### config.mk
export PLATFORM = sky130hd
export DESIGN_NAME = axil_store_unpacker
export DESIGN_NICKNAME = d
export VERILOG_FILES = /design/src/rtl/axil_store_unpacker_pkg.sv /design/src/rtl/axil_store_unpacker_lane.sv /design/src/rtl/axil_store_unpacker.sv
export SDC_FILE = /design/constraint.sdc
export NUM_CORES = 1
export LEC_CHECK = 0
export CELL_PAD_IN_SITES_DETAIL_PLACEMENT = 1
export CELL_PAD_IN_SITES_GLOBAL_PLACEMENT = 2
export CORE_MARGIN = 10
export CORE_UTILIZATION = 21
export DETAILED_ROUTE_END_ITERATION = 12
export PLACE_DENSITY = 0.87
export SYNTH_ARGS = -nofsm -noshare
export SYNTH_HDL_FRONTEND = slang
export SYNTH_HIERARCHICAL = 1
export SYNTH_SLANG_ARGS = --single-unit
### constraint.sdc
create_clock -name clk_i -period 2.1 [get_ports clk_i]
set_input_delay 0.42 -clock clk_i [delete_from_list [all_inputs] [get_ports clk_i]]
set_output_delay 0.42 -clock clk_i [all_outputs]
set_load 0.01 [all_outputs]
### src/rtl/axil_store_unpacker_pkg.sv
// Shared AXI-Lite types and the packed-store command layout used by both
// the store packer and the unpacker.
package axil_store_unpacker_pkg;

    typedef enum logic [2:0] {
        e_axi_prot_default = 3'b000,
        e_axi_prot_priv    = 3'b001,
        e_axi_prot_nonsec  = 3'b010,
        e_axi_prot_instr   = 3'b100
    } axi_prot_type_e;

    typedef enum logic [1:0] {
        e_axi_resp_okay   = 2'b00,
        e_axi_resp_exokay = 2'b01,
        e_axi_resp_slverr = 2'b10,
        e_axi_resp_decerr = 2'b11
    } axi_resp_type_e;

    typedef struct packed {
        logic        w_not_r;
        logic [22:0] addr;
        logic [7:0]  data;
    } axil_store_cmd_s;

    typedef enum logic [2:0] {
        e_ready,
        e_write,
        e_write_resp,
        e_read_addr,
        e_read_resp,
        e_read_ret
    } axil_store_unpacker_state_e;

    localparam logic [31:0] axil_err_ret_data_gp  = 32'hDEAD_BEEF;
    localparam logic [15:0] axil_err_count_max_gp = 16'hFFFF;

    function automatic logic axil_resp_is_err(input logic [1:0] resp);
        return resp != e_axi_resp_okay;
    endfunction

endpackage

### src/rtl/axil_store_unpacker_lane.sv
// Byte-lane steering: replicates the write byte, builds the strobe and
// right-aligns read data for the addressed lane.
module axil_store_unpacker_lane
    import axil_store_unpacker_pkg::*;
#(
    parameter int data_width_p = 32
) (
    input  logic [$clog2(data_width_p/8)-1:0] lane_i,
    input  logic [7:0]                        byte_i,
    input  logic [data_width_p-1:0]           rdata_i,
    output logic [data_width_p-1:0]           wdata_o,
    output logic [data_width_p/8-1:0]         wstrb_o,
    output logic [31:0]                       rdata_o
);

    localparam int strb_w_lp = data_width_p / 8;

    assign wdata_o = {strb_w_lp{byte_i}};
    assign wstrb_o = strb_w_lp'(1) << lane_i;
    assign rdata_o = 32'(rdata_i >> {lane_i, 3'b000});

endmodule

### src/rtl/axil_store_unpacker.sv
// Replays packed store/load command words as single AXI4-Lite transactions.
// Optional error counting and poisoned read data: AXIL_STORE_UNPACKER_ERR_EN.
module axil_store_unpacker
    import axil_store_unpacker_pkg::*;
#(
    parameter int                          axi_addr_width_p = 32,
    parameter int                          axi_data_width_p = 32,
    parameter logic [axi_addr_width_p-1:0] base_addr_p      = '0
) (
    input  logic                          clk_i,
    input  logic                          reset_i,

    input  logic [31:0]                   data_i,
    input  logic                          v_i,
    output logic                          ready_o,

    output logic [31:0]                   data_o,
    output logic                          v_o,
    input  logic                          ready_i,

    output logic [axi_addr_width_p-1:0]   m_axi_awaddr_o,
    output logic [2:0]                    m_axi_awprot_o,
    output logic                          m_axi_awvalid_o,
    input  logic                          m_axi_awready_i,

    output logic [axi_data_width_p-1:0]   m_axi_wdata_o,
    output logic [axi_data_width_p/8-1:0] m_axi_wstrb_o,
    output logic                          m_axi_wvalid_o,
    input  logic                          m_axi_wready_i,

    input  logic [1:0]                    m_axi_bresp_i,
    input  logic                          m_axi_bvalid_i,
    output logic                          m_axi_bready_o,

    output logic [axi_addr_width_p-1:0]   m_axi_araddr_o,
    output logic [2:0]                    m_axi_arprot_o,
    output logic                          m_axi_arvalid_o,
    input  logic                          m_axi_arready_i,

    input  logic [axi_data_width_p-1:0]   m_axi_rdata_i,
    input  logic [1:0]                    m_axi_rresp_i,
    input  logic                          m_axi_rvalid_i,
    output logic                          m_axi_rready_o
`ifdef AXIL_STORE_UNPACKER_ERR_EN
    ,
    output logic [15:0]                   err_count_o
`endif
);

    localparam int aw_lp   = axi_addr_width_p;
    localparam int dw_lp   = axi_data_width_p;
    localparam int lane_lp = $clog2(dw_lp / 8);

    // Low 23 bits of the base come from the command, never the parameter.
    localparam logic [aw_lp-1:0] base_hi_lp =
        base_addr_p & ~aw_lp'(23'h7F_FFFF);

    axil_store_unpacker_state_e state_q, state_d;
    axil_store_cmd_s            cmd_q, cmd_d;
    logic                       aw_done_q, aw_done_d;
    logic                       w_done_q, w_done_d;
    logic [31:0]                ret_q, ret_d;

    logic [aw_lp-1:0]   addr;
    logic [dw_lp-1:0]   lane_wdata;
    logic [dw_lp/8-1:0] lane_wstrb;
    logic [31:0]        lane_rdata;
    logic               rd_err;

    logic awvalid, wvalid, arvalid;

    assign addr = base_hi_lp | aw_lp'(cmd_q.addr);

    axil_store_unpacker_lane #(
        .data_width_p(dw_lp)
    ) lane_u (
        .lane_i (cmd_q.addr[lane_lp-1:0]),
        .byte_i (cmd_q.data),
        .rdata_i(m_axi_rdata_i),
        .wdata_o(lane_wdata),
        .wstrb_o(lane_wstrb),
        .rdata_o(lane_rdata)
    );

`ifdef AXIL_STORE_UNPACKER_ERR_EN
    logic [15:0] err_count_q, err_count_d;
    logic        err_hs;
    logic        unused_sig;

    assign rd_err = axil_resp_is_err(m_axi_rresp_i);

    assign err_hs =
        (m_axi_bready_o & m_axi_bvalid_i & axil_resp_is_err(m_axi_bresp_i))
      | (m_axi_rready_o & m_axi_rvalid_i & rd_err);

    always_comb begin
        err_count_d = err_count_q;
        if (err_hs && (err_count_q != axil_err_count_max_gp)) begin
            err_count_d = err_count_q + 16'd1;
        end
    end

    always_ff @(posedge clk_i) begin
        if (reset_i) begin
            err_count_q <= '0;
        end else begin
            err_count_q <= err_count_d;
        end
    end

    assign err_count_o = err_count_q;
    assign unused_sig  = cmd_q.w_not_r;
`else
    logic unused_sig;

    // Responses are deliberately ignored in this build.
    assign rd_err     = 1'b0;
    assign unused_sig = ^{cmd_q.w_not_r, m_axi_bresp_i, m_axi_rresp_i};
`endif

    always_comb begin
        state_d   = state_q;
        cmd_d     = cmd_q;
        aw_done_d = aw_done_q;
        w_done_d  = w_done_q;
        ret_d     = ret_q;

        ready_o        = 1'b0;
        v_o            = 1'b0;
        awvalid        = 1'b0;
        wvalid         = 1'b0;
        arvalid        = 1'b0;
        m_axi_bready_o = 1'b0;
        m_axi_rready_o = 1'b0;

        unique case (state_q)
            e_ready: begin
                ready_o = 1'b1;
                if (v_i) begin
                    cmd_d     = axil_store_cmd_s'(data_i);
                    aw_done_d = 1'b0;
                    w_done_d  = 1'b0;
                    state_d   = data_i[31] ? e_write : e_read_addr;
                end
            end
            e_write: begin
                awvalid   = ~aw_done_q;
                wvalid    = ~w_done_q;
                aw_done_d = aw_done_q | m_axi_awready_i;
                w_done_d  = w_done_q | m_axi_wready_i;
                if (aw_done_d && w_done_d) begin
                    state_d = e_write_resp;
                end
            end
            e_write_resp: begin
                m_axi_bready_o = 1'b1;
                if (m_axi_bvalid_i) begin
                    state_d = e_ready;
                end
            end
            e_read_addr: begin
                arvalid = 1'b1;
                if (m_axi_arready_i) begin
                    state_d = e_read_resp;
                end
            end
            e_read_resp: begin
                m_axi_rready_o = 1'b1;
                if (m_axi_rvalid_i) begin
                    ret_d   = rd_err ? axil_err_ret_data_gp : lane_rdata;
                    state_d = e_read_ret;
                end
            end
            e_read_ret: begin
                v_o = 1'b1;
                if (ready_i) begin
                    state_d = e_ready;
                end
            end
            default: begin
                state_d = e_ready;
            end
        endcase
    end

    always_ff @(posedge clk_i) begin
        if (reset_i) begin
            state_q   <= e_ready;
            cmd_q     <= '0;
            aw_done_q <= 1'b0;
            w_done_q  <= 1'b0;
            ret_q     <= '0;
        end else begin
            state_q   <= state_d;
            cmd_q     <= cmd_d;
            aw_done_q <= aw_done_d;
            w_done_q  <= w_done_d;
            ret_q     <= ret_d;
        end
    end

    // Buses read as zero whenever their valid is low.
    assign m_axi_awvalid_o = awvalid;
    assign m_axi_awaddr_o  = awvalid ? addr : '0;
    assign m_axi_awprot_o  = e_axi_prot_default;

    assign m_axi_wvalid_o  = wvalid;
    assign m_axi_wdata_o   = wvalid ? lane_wdata : '0;
    assign m_axi_wstrb_o   = wvalid ? lane_wstrb : '0;

    assign m_axi_arvalid_o = arvalid;
    assign m_axi_araddr_o  = arvalid ? addr : '0;
    assign m_axi_arprot_o  = e_axi_prot_default;

    assign data_o = v_o ? ret_q : 32'd0;

endmodule
==> results of run 1 <==
==> power by group <==
group	switching, W	total, W	internal, W
registers	0.000160	0.00166	0.00150
clock network	0.000613	0.00168	0.00107
logic	0.00141	0.00272	0.00131
total	0.00218	0.00606	0.00388
==> metal layers <==
metal | global-route usage (%) | vias up | wire length, µm
met5 | 0 | - | 0
met4 | 3.98 | 0 | 264
met3 | 4.05 | 17 | 1130
met2 | 22.0 | 118 | 9170
met1 | 14.3 | 2062 | 7470
li1 | - | 2140 | -
==> area by class of cell <==
cell class / instances / area (µm²) / area share, %
Clock buffer: 10 / 239 / 3.56
Multi-Input combinational cell: 430 / 2490 / 37.1
Inverter: 2 / 7.51 / 0.112
Sequential cell: 68 / 1370 / 20.3
Clock inverter: 6 / 87.6 / 1.30
Timing Repair Buffer: 232 / 2180 / 32.5
Tap cell: 270 / 338 / 5.03
==> placed cells by master (no fill, tap or decap), types with 3 or more instances in the layout <==
cell	n
sky130_fd_sc_hd__nand2_1	130
sky130_fd_sc_hd__and2_1	75
sky130_fd_sc_hd__clkdlybuf4s50_1	71
sky130_fd_sc_hd__dfxtp_1	65
sky130_fd_sc_hd__a21oi_1	64
sky130_fd_sc_hd__buf_2	35
sky130_fd_sc_hd__buf_6	34
sky130_fd_sc_hd__mux2i_1	32
sky130_fd_sc_hd__and2_4	26
sky130_fd_sc_hd__conb_1	24
sky130_fd_sc_hd__clkbuf_2	24
sky130_fd_sc_hd__and3_1	23
sky130_fd_sc_hd__buf_4	18
sky130_fd_sc_hd__dlygate4sd2_1	17
sky130_fd_sc_hd__clkdlybuf4s15_1	14
sky130_fd_sc_hd__nor2_1	13
sky130_fd_sc_hd__clkbuf_16	12
sky130_fd_sc_hd__buf_12	10
sky130_fd_sc_hd__o2bb2ai_1	7
sky130_fd_sc_hd__nor2b_1	3
sky130_fd_sc_hd__dfxtp_2	3
sky130_fd_sc_hd__buf_8	3
==> critical path, stage by stage (launching register included) <==
cell,delay (ps)
sky130_fd_sc_hd__dfxtp_2,320
sky130_fd_sc_hd__or3b_4,430
sky130_fd_sc_hd__buf_12,140
sky130_fd_sc_hd__nor2_4,120
sky130_fd_sc_hd__buf_4,130
sky130_fd_sc_hd__buf_6,110
sky130_fd_sc_hd__and2_1,120
sky130_fd_sc_hd__buf_2,120
==> state kept, by name (all words and copies together), names as in the netlist <==
register and flops:
cmd_q 8, ret_q 32, addr 23, w_done_q 1, aw_done_q 1, state_q 3
==> kinds of logic after synthesis <==
group | count (synthesis) | share of synthesized area (%)
AOI/OAI and AO/OA | 86 | 11.4
and+or+nand+nor | 288 | 34.1
buffers and inverters | 105 | 15.5
muxes | 32 | 7.40
DFF | 68 | 31.5
other | 1 | 0.0866
==> metrics by stage <==
step | std cells | hold slack [ps]
floorplan | 603 | 432
global placement | 987 | 437
detailed placement | 987 | 443
CTS | 1011 | 451
global route | 1018 | 473
finish | 1018 | 449
==> worst max path at each step <==
stage,endpoint,from
finish,m_axi_awaddr_o[19],state_q[2]
CTS,m_axi_wdata_o[16],state_q[2]
floorplan,m_axi_awaddr_o[10],state_q[2]
global placement,m_axi_awaddr_o[9],state_q[2]
detailed placement,m_axi_awaddr_o[3],state_q[0]
global route,m_axi_wdata_o[6],state_q[2]
==> repair_timing <==
action	4_1_cts	5_1_grt
buffers inserted	5	5
pin swaps	2	5
gates cloned	3	5
hold buffers	0	0
endpoints found under the setup margin	121	86
gates resized for setup	329	137
==> impl_metrics.tcl, run 1 <==
set metrics [dict create \
    capture_instance_of_the_worst_register_to_register_path "aw_done_q" \
    layout-area-overhead-vs-synth_pct 55.1 \
    viasPerCell 4.26 \
    dp_worst_setup_slack_ps -124 \
    ys_types 42 \
    port_buffers 193 \
    reg2regPathDepth 6 \
    drt_pre_antenna_iters 4 \
    crit_arrival_ps 1840 \
    global_route_wire_length_before_repair_um 26400 \
    detail-route-antenna-nets 0 \
    clk_pin_slew_ps 60 \
    max_slew_margin_pct 58.9 \
    layout.cell_area.non_filler_um2 6710 \
    track_usage_pct 12.6 \
    clock_tree.root_cell "sky130_fd_sc_hd__clkbuf_16" \
    report.final.slew_viol_count 0 \
    finalHoldViolations 0 \
    regToRegStartpoint "state_q[0]" \
    synthArstFlopShare_pct 0 \
    cp_max_fo 7 \
    synthMostInstantiatedCell "sky130_fd_sc_hd__nand2_1" \
    violated_checks "negative setup slack" \
    most_instantiated_cells_after_synthesis "130 x sky130_fd_sc_hd__nand2_1, 101 x sky130_fd_sc_hd__and2_1, 68 x sky130_fd_sc_hd__dfxtp_1, 64 x sky130_fd_sc_hd__a21oi_1, 56 x sky130_fd_sc_hd__buf_4" \
    power_w 0.00606 \
    io-pin-count 222 \
    setup-violations-final 50 \
    hold_path_depth 2 \
    worstSetupEndpointType "output port" \
    yosys_most_used_dff "sky130_fd_sc_hd__dfxtp_1" \
    floorplan.initialDensity_pct 21.4 \
    fill_cell_total_of_the_finished_layout 2462 \
    sequential_cell_area_fraction_in_the_yosys_report_pct 31.5 \
    fin_worst_skew_ps 6.92 \
    max-vdd-ir-drop_uv 316 \
    row_count 52 \
    worstMarginPinSlew_ps 617 \
    cts-buffers-inserted 9 \
    result_of_the_run "complete, but fails checks" \
    wire_per_inst_um 17.7 \
    clock_sink_count 68 \
    grt_setup_unrepaired "true" \
    finish.utilization_pct 33.2 \
    detailroute.via_count 4337 \
    cts.htree.levels 3 \
    final.min_clock_period_ps 2260 \
    insertion_delay_ps 340 \
    worst_slack_ps -163 \
    grt_start_max_net_pins 39 \
    min_delay_worst_endpoint "ret_q[16]" \
    fp.coreArea_um2 20200 \
    synth-seq-cells 68 \
    post_dp_cell_area_um2 6320 \
    gp_routability_congestion 0.769 \
    synthesis.yosys.warnings 6 \
    first_global_vias 4592 \
    die_width_um 164 \
    synth_cells 580 \
    floorplan.die_area_um2 26800 \
    tritoncts "done" \
    antenna_cells 0 \
    synth_edf_count 0 \
    cp-start-kind "register" \
    grt.overflow.total 0 \
    timing.reg2reg.setup_slack_ps 310 \
    nNetsFinal 820 \
    cts_buffer_depth 2 \
    cellLeakagePower_nw 2.91 \
    worstHoldStart "ret_q[16]" \
    cp_data_required_time_ps 1680 \
    drt_iter0_markers 211 \
    detail_route.drc_violations 0 \
    period_share_pct 108 \
    syn_area_per_cell_um2 7.46 \
    dpl_wire_length_um 12900 \
    fin_tns_setup_ps -4080 \
    synth_largest_type_area_fraction_pct 31.5 \
    synth.cell_area_um2 4330 \
    worst_hold_path_type "reg -> reg" \
    achievable_frequency_ghz 0.442 \
    post_route_cells_drive_above_1_share_pct 24.5 \
    antenna_violations_before_repair 0 \
    path_class "reg -> out" \
    synth_top_cell_by_area "sky130_fd_sc_hd__dfxtp_1" \
    powerDensity_nw_per_um2 903 \
    die_height_um 164 \
    routed_wl_um 18000 \
    ys_top_cells_by_area "sky130_fd_sc_hd__dfxtp_1 31%, sky130_fd_sc_hd__and2_1 15%, sky130_fd_sc_hd__nand2_1 11%" \
    maxCapViolCount 0 \
]
(Power assumes the default switching activity.)
==> run 2: changes to the inputs <==
--- a/config.mk
+++ b/config.mk
@@ -7,10 +7,10 @@
 export LEC_CHECK = 0
 export CELL_PAD_IN_SITES_DETAIL_PLACEMENT = 1
 export CELL_PAD_IN_SITES_GLOBAL_PLACEMENT = 2
-export CORE_MARGIN = 10
+export CORE_ASPECT_RATIO = 1.2
 export CORE_UTILIZATION = 21
 export DETAILED_ROUTE_END_ITERATION = 12
-export PLACE_DENSITY = 0.87
+export PLACE_DENSITY = 0.8
 export SYNTH_ARGS = -nofsm -noshare
 export SYNTH_HDL_FRONTEND = slang
 export SYNTH_HIERARCHICAL = 1
==> run 2 against run 1 <==
Compared with the run above: largest power group unchanged; non-clock buffer count grew 23; final cell count grew 1.7%; final area grew 7.3%; sequential power is essentially flat; largest cell class unchanged; combinational power grew 20%; the flow still finishes with violations (negative setup slack); clock-buffer cell count shrank 1; register-to-register slack lost 70 ps; via count grew 2.2%; worst setup slack lost 11 ps; clock skew shrank 1.7 ps; maximum frequency shrank 0.47%.
==> impl_metrics.tcl, run 2 (same netlist as run 1, synthesis figures left out) <==
set metrics [dict create \
    sw_frac_of_total_pct 34.1 \
    setup-violations-final 59 \
    cts_buffer_depth 2 \
    io-pin-count 222 \
    row_count 57 \
    cp_slowest_stage_delay_ps 410 \
    cpMaxStageDelayCell "sky130_fd_sc_hd__or3b_4" \
    die_width_um 133 \
    cell_internal_pwr_w 0.00452 \
    worst_slack_ps -174 \
    drt_iter0_markers 116 \
    max-vdd-ir-drop_uv 436 \
    power.combinational.fraction_pct 47.6 \
    cp-start-kind "register" \
    post_route_cells_drive_above_1_share_pct 33.9 \
    crit_path_frequent_cell "sky130_fd_sc_hd__buf_12" \
    track_usage_pct 15.5 \
    regMostFlops "ret_q" \
    cts-buffers-inserted 9 \
    antenna_violations_before_repair 0 \
    dp_worst_setup_slack_ps -152 \
    global_route_wire_length_before_repair_um 25300 \
    first_global_vias 4383 \
    dpl_wire_length_um 11200 \
    viasPerCell 4.28 \
    most-common-layout-cells "130 x sky130_fd_sc_hd__nand2_1, 72 x sky130_fd_sc_hd__buf_6, 71 x sky130_fd_sc_hd__clkdlybuf4s50_1" \
    drt_pre_antenna_iters 4 \
    fin_worst_skew_ps 5.19 \
    achievable_frequency_ghz 0.440 \
    antenna_cells 0 \
    fp.coreArea_um2 20300 \
    worst_hold_path_type "reg -> reg" \
    fill_cell_total_of_the_finished_layout 2425 \
    port_buffers 193 \
    detailroute.via_count 4431 \
    largest_reg_flops 32 \
    detail_route.drc_violations 0 \
    cts.htree.levels 3 \
    timing.critical_path.cells "or3b_4 -> nor2_4 -> buf_12 -> buf_12 -> buf_6 -> and2_1 -> buf_2" \
    path_class "reg -> out" \
    insertion_delay_ps 340 \
    gp_routability_congestion 0.814 \
    seq_power_share_pct 24.6 \
    final_common_cell "sky130_fd_sc_hd__nand2_1" \
    die_height_um 159 \
    period_share_pct 108 \
    cp_data_required_time_ps 1680 \
    cp_max_fo 6 \
    floorplan.die_area_um2 21200 \
    layout-area-overhead-vs-synth_pct 66.5 \
    clk_pin_slew_ps 60 \
    finalHoldViolations 0 \
    hold-worst-slack_ps 450 \
    wire_per_inst_um 16.5 \
    final.min_clock_period_ps 2270 \
    detail-route-antenna-nets 0 \
    clock_power_share_pct 27.8 \
    routed_wl_um 17100 \
    maxCapViolCount 0 \
    clock_tree.root_cell "sky130_fd_sc_hd__clkbuf_16" \
    grt_start_max_net_pins 39 \
    grt.overflow.total 0 \
    switching_power_w 0.00234 \
    result_of_the_run "complete, but fails checks" \
    grt_setup_unrepaired "true" \
    crit_arrival_ps 1850 \
    clock_sink_count 68 \
    tritoncts "done" \
    cellLeakagePower_nw 3.12 \
    violated_checks "negative setup slack" \
    worstSetupEndpointType "output port" \
    nNetsFinal 843 \
    powerDensity_nw_per_um2 952 \
    floorplan.initialDensity_pct 21.4 \
    report.final.slew_viol_count 0 \
]
run 2: cell types whose count changed in the layout (fill, tap and decap cells not counted), moves of 9 or more:
cell and change:
sky130_fd_sc_hd__clkbuf_2 +10, sky130_fd_sc_hd__dlygate4sd2_1 -14, sky130_fd_sc_hd__clkdlybuf4s15_1 -12, sky130_fd_sc_hd__buf_4 +9
sky130_fd_sc_hd__buf_6 +38, sky130_fd_sc_hd__and2_4 +28, sky130_fd_sc_hd__buf_2 -12, sky130_fd_sc_hd__and2_1 -28
run 2: worst max-delay path: cells and delay by family, from the launching register on:
kind,cells,cell delay [ps]
flops,1,350
simple gates,3,660
buf+inv,4,500
run 2: cell type report:
class / instances / area, µm² / share of cell area, %
sequential: 68 / 1370 / 19.0
multi-input combinational: 430 / 2570 / 35.7
inverter: 2 / 10.0 / 0.139
timing repair buffer: 255 / 2560 / 35.6
clock inverter: 6 / 138 / 1.91
tap: 265 / 332 / 4.60
clock buffer: 9 / 225 / 3.13
run 2: power groups by stage:
stage                     Sequential (W)  Combinational [W]  Clock (W)
after floorplan                  0.00163            0.00147          0
after global placement           0.00169            0.00228          0
after detailed placement         0.00170            0.00229          0
after CTS                        0.00169            0.00287    0.00196
after global routing             0.00172            0.00352    0.00201
final                            0.00169            0.00326    0.00191
run 2: worst paths after layout:
check | from | to | slack [ps] | depth (start not counted)
max | state_q[0] | m_axi_wdata_o[2] | -170 | 7
min | ret_q[21] | ret_q[21] | 450 | 2
max reg2reg | state_q[0] | w_done_q | 240 | 7
min reg2reg | ret_q[21] | ret_q[21] | 450 | 2
run 2: stage by stage:
step                      instances  power [W]  setup TNS, ps  cell area [µm²]  utilization [%]
after floorplan                 603    0.00310              0             4410                -
after global placement          982    0.00397          -4700             6300             31.1
after detailed placement        982    0.00399          -6420             6300             31.1
after CTS                      1024    0.00651          -8000             6860             33.9
after global routing           1035    0.00725         -10590             7200             35.6
final                          1035    0.00686          -5290             7200             35.6
run 2: per-layer routing:
| layer | track usage [%] | wire [µm] | vias up |
|---|---|---|---|
| met4 | 5.02 | 209 | 0 |
| met3 | 3.98 | 1090 | 12 |
| li1 | - | - | 2188 |
| met1 | 18.2 | 7190 | 2071 |
| met5 | 0 | 0 | - |
| met2 | 27.3 | 8580 | 160 |
run 2: timing repair:
action / in CTS / in global routing
endpoints found under the setup margin: 120 / 102
buffers inserted: 20 / 10
cloned: 7 / 3
hold buffers: 0 / 0
pin swaps: 6 / 14
resized for setup: 406 / 193
